==> src/rtl/cpu_controller_pkg.sv <==
// Shared constants for the CR16-subset control path: state codes, opcode/opext fields,
// PC-source selects and the one-hot instruction-class bit positions.
package cpu_defs;
    localparam int WIDTH = 16;

    localparam logic [3:0] S_FETCH   = 4'd0;
    localparam logic [3:0] S_DECODE  = 4'd1;
    localparam logic [3:0] S_EXEC_R  = 4'd2;
    localparam logic [3:0] S_EXEC_I  = 4'd3;
    localparam logic [3:0] S_MEM_RD  = 4'd4;
    localparam logic [3:0] S_LOAD_WB = 4'd5;
    localparam logic [3:0] S_STORE   = 4'd6;
    localparam logic [3:0] S_BRANCH  = 4'd7;
    localparam logic [3:0] S_HALT    = 4'd15;

    localparam logic [3:0] OP_RTYPE = 4'b0000;
    localparam logic [3:0] OP_ANDI  = 4'b0001;
    localparam logic [3:0] OP_ORI   = 4'b0010;
    localparam logic [3:0] OP_XORI  = 4'b0011;
    localparam logic [3:0] OP_MEM   = 4'b0100;
    localparam logic [3:0] OP_ADDI  = 4'b0101;
    localparam logic [3:0] OP_SUBI  = 4'b1001;
    localparam logic [3:0] OP_CMPI  = 4'b1011;
    localparam logic [3:0] OP_BCOND = 4'b1100;
    localparam logic [3:0] OP_MOVI  = 4'b1101;

    localparam logic [3:0] EXT_LOAD  = 4'b0000;
    localparam logic [3:0] EXT_STOR  = 4'b0100;
    localparam logic [3:0] EXT_JCOND = 4'b1100;
    localparam logic [3:0] EXT_ADD   = 4'b0101;
    localparam logic [3:0] EXT_SUB   = 4'b1001;
    localparam logic [3:0] EXT_CMP   = 4'b1011;

    localparam logic [1:0] PC_INC  = 2'b00;
    localparam logic [1:0] PC_DISP = 2'b01;
    localparam logic [1:0] PC_REG  = 2'b10;

    localparam int CLS_RTYPE   = 0;
    localparam int CLS_ITYPE   = 1;
    localparam int CLS_LOAD    = 2;
    localparam int CLS_STOR    = 3;
    localparam int CLS_JCOND   = 4;
    localparam int CLS_BCOND   = 5;
    localparam int CLS_ILLEGAL = 6;
    localparam int CLS_W       = 7;

    // ADD, SUB and CMP share the same 4-bit code whether it sits in opcode or opext.
    function automatic logic sets_flags(input logic [3:0] code);
        return (code == EXT_ADD) || (code == EXT_SUB) || (code == EXT_CMP);
    endfunction
endpackage

==> src/rtl/cpu_controller_instr_class_decode.sv <==
// Combinational instruction classifier: one-hot class plus CMP / logical-immediate /
// flag-setting qualifiers derived from the opcode and opext fields.
module instr_class_decode
    import cpu_defs::*;
(
    input  logic [WIDTH-1:0] i_instr,
    output logic [CLS_W-1:0] o_cls,
    output logic             o_is_cmp,
    output logic             o_is_logic,
    output logic             o_is_flag
);
    logic [3:0] w_op;
    logic [3:0] w_ext;
    logic       w_unused_fields;

    assign w_op            = i_instr[15:12];
    assign w_ext           = i_instr[7:4];
    assign w_unused_fields = ^{i_instr[11:8], i_instr[3:0]};

    always_comb begin
        o_cls = '0;
        case (w_op)
            OP_RTYPE: o_cls[CLS_RTYPE] = 1'b1;
            OP_MEM: begin
                case (w_ext)
                    EXT_LOAD:  o_cls[CLS_LOAD]    = 1'b1;
                    EXT_STOR:  o_cls[CLS_STOR]    = 1'b1;
                    EXT_JCOND: o_cls[CLS_JCOND]   = 1'b1;
                    default:   o_cls[CLS_ILLEGAL] = 1'b1;
                endcase
            end
            OP_BCOND: o_cls[CLS_BCOND] = 1'b1;
            OP_ANDI, OP_ORI, OP_XORI, OP_ADDI, OP_SUBI, OP_CMPI, OP_MOVI:
                o_cls[CLS_ITYPE] = 1'b1;
            default: o_cls[CLS_ILLEGAL] = 1'b1;
        endcase
    end

    assign o_is_cmp   = (o_cls[CLS_RTYPE] && (w_ext == EXT_CMP)) || (w_op == OP_CMPI);
    assign o_is_logic = (w_op == OP_ANDI) || (w_op == OP_ORI) || (w_op == OP_XORI);
    assign o_is_flag  = (o_cls[CLS_RTYPE] && sets_flags(w_ext)) ||
                        (o_cls[CLS_ITYPE] && sets_flags(w_op));
endmodule

==> src/rtl/cpu_controller.sv <==
// Multi-cycle control FSM sequencing FETCH/DECODE/EXECUTE/MEMORY/WRITEBACK for the CR16 subset.
// Outputs are decoded from registered state plus latched instr; all forced low while reset is low.
module cpu_controller
    import cpu_defs::*;
(
    input  logic             clk,
    input  logic             reset,
    input  logic [WIDTH-1:0] instr,
    input  logic             cond_true,
    output logic             irwrite,
    output logic             pcen,
    output logic [1:0]       pcsrc,
    output logic             iord,
    output logic             we_a,
    output logic             regwrite,
    output logic             memtoreg,
    output logic             alusrcb,
    output logic             immzext,
    output logic             flagwrite,
    output logic             halted,
    output logic [3:0]       state_o
);
    logic [3:0]       r_state;
    logic             r_run;
    logic [3:0]       w_next;
    logic [CLS_W-1:0] w_cls;
    logic             w_is_cmp;
    logic             w_is_logic;
    logic             w_is_flag;

    instr_class_decode u_decode (
        .i_instr    (instr),
        .o_cls      (w_cls),
        .o_is_cmp   (w_is_cmp),
        .o_is_logic (w_is_logic),
        .o_is_flag  (w_is_flag)
    );

    // r_run holds everything idle until the first edge after release, so FETCH begins there.
    always_ff @(posedge clk or negedge reset) begin
        if (!reset) begin
            r_state <= S_FETCH;
            r_run   <= 1'b0;
        end else begin
            r_run <= 1'b1;
            if (r_run)
                r_state <= w_next;
        end
    end

    always_comb begin
        w_next = S_FETCH;
        case (r_state)
            S_FETCH:  w_next = S_DECODE;
            S_DECODE: begin
                if (w_cls[CLS_RTYPE])                         w_next = S_EXEC_R;
                else if (w_cls[CLS_ITYPE])                    w_next = S_EXEC_I;
                else if (w_cls[CLS_LOAD])                     w_next = S_MEM_RD;
                else if (w_cls[CLS_STOR])                     w_next = S_STORE;
                else if (w_cls[CLS_JCOND] || w_cls[CLS_BCOND]) w_next = S_BRANCH;
                else                                          w_next = S_HALT;
            end
            S_MEM_RD: w_next = S_LOAD_WB;
            S_HALT:   w_next = S_HALT;
            default:  w_next = S_FETCH;
        endcase
    end

    always_comb begin
        irwrite   = 1'b0;
        pcen      = 1'b0;
        pcsrc     = PC_INC;
        iord      = 1'b0;
        we_a      = 1'b0;
        regwrite  = 1'b0;
        memtoreg  = 1'b0;
        alusrcb   = 1'b0;
        immzext   = 1'b0;
        flagwrite = 1'b0;
        halted    = 1'b0;
        if (r_run) begin
            case (r_state)
                S_FETCH: irwrite = 1'b1;
                S_EXEC_R, S_EXEC_I: begin
                    alusrcb   = (r_state == S_EXEC_I);
                    immzext   = (r_state == S_EXEC_I) && w_is_logic;
                    regwrite  = !w_is_cmp;
                    flagwrite = w_is_flag;
                    pcen      = 1'b1;
                end
                S_MEM_RD: iord = 1'b1;
                S_LOAD_WB: begin
                    iord     = 1'b1;
                    memtoreg = 1'b1;
                    regwrite = 1'b1;
                    pcen     = 1'b1;
                end
                S_STORE: begin
                    iord = 1'b1;
                    we_a = 1'b1;
                    pcen = 1'b1;
                end
                S_BRANCH: begin
                    pcen = 1'b1;
                    if (cond_true)
                        pcsrc = w_cls[CLS_BCOND] ? PC_DISP : PC_REG;
                end
                S_HALT:  halted = 1'b1;
                default: ;
            endcase
        end
    end

    assign state_o = r_state;
endmodule

==> config.mk <==
export PLATFORM = sky130hd
export DESIGN_NAME = cpu_controller
export DESIGN_NICKNAME = d
export VERILOG_FILES = /design/src/rtl/cpu_controller_pkg.sv /design/src/rtl/cpu_controller_instr_class_decode.sv /design/src/rtl/cpu_controller.sv
export SDC_FILE = /design/constraint.sdc
export NUM_CORES = 1
export LEC_CHECK = 0
export BUFFER_PORTS_ARGS = -buffer_cell sky130_fd_sc_hd__clkbuf_2
export CORE_UTILIZATION = 35
export CTS_CLUSTER_SIZE = 8
export DETAILED_ROUTE_END_ITERATION = 8
export PLACE_DENSITY_LB_ADDON = 0.1
export SLEW_MARGIN = 20
export SYNTH_ARGS = -nofsm -noshare
export SYNTH_HDL_FRONTEND = slang
export SYNTH_SLANG_ARGS = --single-unit
==> constraint.sdc <==
create_clock -name clk -period 1.3 [get_ports clk]
set_clock_uncertainty 0.1 [all_clocks]
set_input_delay 0.065 -clock clk [delete_from_list [all_inputs] [get_ports clk]]
set_output_delay 0.065 -clock clk [all_outputs]
set_load 0.01 [all_outputs]
# After elaboration in Yosys (flattened, before gate mapping)
# Index checks and enable logic that the tools add are counted.
dict set report word_totals {
  regBits 5
  in_bits 19
  out_inout_bits 16
}
dict set report classes {
  n_eq_ne 22
  mux 37
  n_reduce_logical 21
}
# operator n
set op_table {}
lappend op_table {{== test 4 x 3 -> 1 bit, second input constant} 8}
lappend op_table {{== test 4 bit, second input constant} 8}
lappend op_table {{two-way mux 1 bit} 25}
lappend op_table {{two-way mux 4 bit} 5}
lappend op_table {{== test 4 x 2 -> 1 bit, second input constant} 4}
lappend op_table {{one-hot mux 4 bit (4 select lines)} 1}
lappend op_table {{logical NOT 4 bit} 3}
lappend op_table {{logical OR 1 bit} 9}
lappend op_table {{== test 4 x 1 -> 1 bit, second input constant} 2}
lappend op_table {{two-way mux 2 bit} 4}
lappend op_table {{OR reduction 7 bit} 1}
lappend op_table {{OR reduction 5 bit} 1}
lappend op_table {{logical AND 1 bit} 4}
lappend op_table {{two-way mux 3 bit} 1}
lappend op_table {{OR reduction 3 bit} 1}
lappend op_table {{one-hot mux 1 bit (2 select lines)} 1}
lappend op_table {{OR reduction 2 bit} 1}
lappend op_table {{logical NOT 1 bit} 1}

# Depth between registers and ports, before layout
dict set report logic_depth {
  ltp_word 10
  ltp_mapped 5
}

# Modules after synthesis
# From an unflattened synthesis, not the netlist that was laid out.
dict set report unflattened {
  cells_unflattened 90
  area_unflattened_um2 585.6
}
# module instances cells_each area_per_inst_um2 seq_area_each_um2
set by_module_without_submodules {}
lappend by_module_without_submodules {cpu_controller 1 58 406.6 125.1}
lappend by_module_without_submodules {instr_class_decode 1 32 178.9 0.0}

# Least setup slack after synthesis
# OpenSTA, ideal clock, no wires.
dict set report synth_timing {
  path_type {register to register}
  from {register r_state[2], in the netlist state_o[2]}
  to {register r_state[3], in the netlist state_o[3]}
  t_arrival_ns 1.221
  slack_ns -0.095
  stages_incl_launch_ff 6
  synth_period_minus_slack_ns 1.395
  path_cell_list {dfrtp_1 buf_6 or3b_4 nor2_4 nand2_2 o21ai_2}
}
dict set report synth_via {
  elab_chain_cells 2
  word_cells_on_any_way 5
  cone_classes {eq/ne: 3; mux: 1; reduce/logical: 1}
}
# item line
set synth_lines {}
lappend synth_lines {{start: declaration} cpu_controller.sv:23} ;# logic [3:0] r_state;
lappend synth_lines {{start signal: assignment} cpu_controller.sv:47} ;# r_state <= w_next;
lappend synth_lines {{== test 4 bit, or another cell as far along} cpu_controller.sv:53} ;# case (r_state)
lappend synth_lines {{one-hot mux 4 bit (4 select lines) *} cpu_controller.sv:53}
# Every way passes the cells marked *; elsewhere a longest branch is shown, timed or not.
# A chain may end at the register's enable or synchronous reset.

# Final worst setup path
dict set report layout_timing {
  from {register r_run}
  to {output port regwrite}
}
dict set report layout_via {
  elab_chain_cells 1
}
# item line
set layout_lines {}
lappend layout_lines {{start: declaration} cpu_controller.sv:24} ;# logic r_run;
lappend layout_lines {{start signal: assignment} cpu_controller.sv:43} ;# r_run <= 1'b0;
lappend layout_lines {{start signal: assignment} cpu_controller.sv:45} ;# r_run <= 1'b1;
lappend layout_lines {{two-way mux 1 bit} cpu_controller.sv:81} ;# if (r_run) begin
lappend layout_lines {{end: declaration} cpu_controller.sv:15} ;# output logic regwrite,
# No other way between the ends.

==> flow_summary.toml <==
[status]
status = "finished, violations left"
violations = "setup timing"

[floorplan]
core_area_sq_um = 1330
start_util_pct = 38.3
die_x_um = 40.2
dieArea_sq_um = 1620
die_y_um = 40.2
pin_count = 35
rows = 13

[power_and_ir_drop]
power.switching_uw = 670
power.total_uw = 1690
p_per_area_nw_per_um2 = 1650
seq_power_share_pct = 16.1
switching_share_pct = 39.7
p_comb_share_pct = 73.7
peakVddDrop_uv = 1270
leakagePower_uw = 0.000517
p_int_uw = 1020
clockPowerShare_pct = 10.2

[logic_synthesis]
yosysSeqAreaShare_pct = 24.5
synth_cell_type_count = 30
post_synth.cell_area_avg_sq_um = 7.29
synth-warning-count = 0
synth_seq_cells = 5
syn-cell-area_sq_um = 510
synth_nets = 89
synthCells = 70

[timing]
fmax_ghz = 0.639
finalSetupViolations = 16
finalHoldViolCount = 0
rsz0062_at_grt = "yes"
fin_ws_ns = -0.265
finalSetupTns_ns = -2.24
fin_crit_sh_pct = 120
min_period_ns = 1.56
slew_violations = 0

[worst_setup_path]
path_max_fanout = 4
start_kind = "flop"
crit_type = "reg -> out"
endpoint_kind = "output pin"
r2r_setup_slack_ns = -0.09
cp_data_required_time_ns = 1.13
critPathArrivalTime_ns = 1.40

[global_route]
grt_pass1_vias = 590
grt_max_degree = 13
antenna_found_initial = 0
grt_pass1_wl_mm = 2.46
gr-total-overflow = 0
grtUsageTotal_pct = 23.6

[layout]
layout.nets = 146
area_delta_synth_final_pct = 100
seqCellArea_sq_um = 129
layout_commonest_cell = "buf_4"
final_cell_mix = "19 x buf_4, 17 x clkbuf_2, 12 x buf_6"
fillers = 102
multiInputGateArea_sq_um = 442
diodes = 0
drive_gt1_share_pct = 65.1

[placement]
dp_slack_ns = -0.0825
gp_congestion = 0.848
hpwl_mm = 1.15
io_buffers = 26

[clock_tree]
cts_tree = "done"
root_buffer = "clkbuf_4"
cts_sinks = 5
clk_path_buf_depth = 2
cts_made_buffers = 3
h-tree-depth = 1
clk_latency_ns = 0.23
clk_pin_slew_worst_paths_ns = 0.04

[detailed_routing]
routed_wl_mm = 1.95
wl_per_cell_um = 13.9
antenna_left = 0
drtIter0Drc = 12
num_vias = 743
drc = 0
via_per_inst = 5.27
drtPass1Iterations = 4

[flow_run]
maxCapViolCount = 0

[min_path]
hold_path_class = "in -> async"
## power groups by stage
| stage | clock network (uW) | registers, uW | logic [uW] |
|---|---|---|---|
| final | 172 | 272 | 1250 |
| after floorplan | 0 | 288 | 403 |
| after global placement | 0 | 252 | 790 |
| after global routing | 185 | 276 | 1330 |
| after detailed placement | 0 | 255 | 791 |
| after CTS | 181 | 266 | 965 |
## per-layer routing
layer | wire length [um] | GRT usage (%) | share of wire, % | vias up
li1 | - | - | - | 367
met1 | 799 | 27.5 | 41 | 343
met2 | 1020 | 41.5 | 52 | 27
met3 | 80 | 3.33 | 4.1 | 6
met4 | 51 | 12.5 | 2.6 | 0
met5 | 0 | 0 | 0 | -
## layout make-up
| type | count | share of cell area (%) |
|---|---|---|
| Clock buffer | 4 | 2.57 |
| Sequential cell | 5 | 12.6 |
| Tap cell | 15 | 1.84 |
| Multi-Input combinational cell | 61 | 43.2 |
| Timing Repair Buffer | 55 | 39.4 |
| Inverter | 1 | 0.367 |
## cells in the mapped netlist
library cell  n  share of area [%]
nor2_1        8                5.9
nand3_1       7                6.9
dfrtp_1       5                 25
nand2_1       5                3.7
nor3_1        5                4.9
a21oi_1       4                3.9
nor2b_1       4                4.9
o21ai_0       4                3.9
and3_1        2                2.5
clkbuf_1      2                1.5
nand2b_1      2                2.5
nand4_1       2                2.5
nor2_2        2                2.5
nor3b_1       2                2.9
a2111oi_0     1                1.7
a221o_1       1                2.0
a22o_2        1                2.0
a41o_1        1                2.0
and3_2        1                1.5
and3b_1       1                1.7
buf_6         1                2.2
conb_1        1               0.73
inv_1         1               0.73
nand2_2       1                1.2
nor2_4        1                2.2
o211a_1       1                2.0
o21ai_2       1                1.7
or2_0         1                1.2
or2b_4        1                2.2
or3b_4        1                2.2
## logic make-up (layout without fill, tap and decap cells)
group,count (synthesis),in the layout,synth area share (%)
simple gates,46,46,51.2
compound gates,14,14,19.1
flops,5,5,24.5
buf+inv,4,60,4.41
other cells,1,1,0.735
## sequential cells by signal, indices dropped and copies added (netlist names)
signal and cells:
r_run 1, state_o 4
## timing repair
| item | CTS | global route |
|---|---|---|
| pin swaps | 6 | 6 |
| hold endpoints to repair | 5 | 0 |
| resized for setup | 16 | 24 |
| endpoints found under the setup margin | 14 | 17 |
| hold buffers | 1 | 0 |
| buffers inserted | 9 | 6 |
## worst paths after layout
kind                                             start                endpoint  depth (start not counted)
worst min-delay path                             reset  state_o[3]$_DFFE_PN0P_                          2
min in group clk                              instr[6]  state_o[1]$_DFFE_PN0P_                          4
max in group asynchronous                        reset  state_o[2]$_DFFE_PN0P_                          2
worst min register to register  state_o[0]$_DFFE_PN0P_  state_o[0]$_DFFE_PN0P_                          2
worst max register to register  state_o[3]$_DFFE_PN0P_  state_o[3]$_DFFE_PN0P_                          4
worst max-delay path                   r_run$_DFF_PN0_                regwrite                          5
## through the flow
step	hold slack [ns]	cells	util (%)	cell area, sq um
finish	0.0915	141	76.6	1020
global route	0.0999	141	76.6	1020
CTS	0.0700	136	68.3	911
detailed placement	-0.216	122	56.4	752
global placement	-0.215	122	56.4	752
floorplan	-0.331	70	-	519
## critical path, cell delays in order, from the launching register on
cell and delay (ns):
dfrtp_2 0.41, nor2b_2 0.25, nand2_2 0.10, nor2_1 0.15
a41o_1 0.13, clkbuf_2 0.13
(Power assumes the default switching activity.)
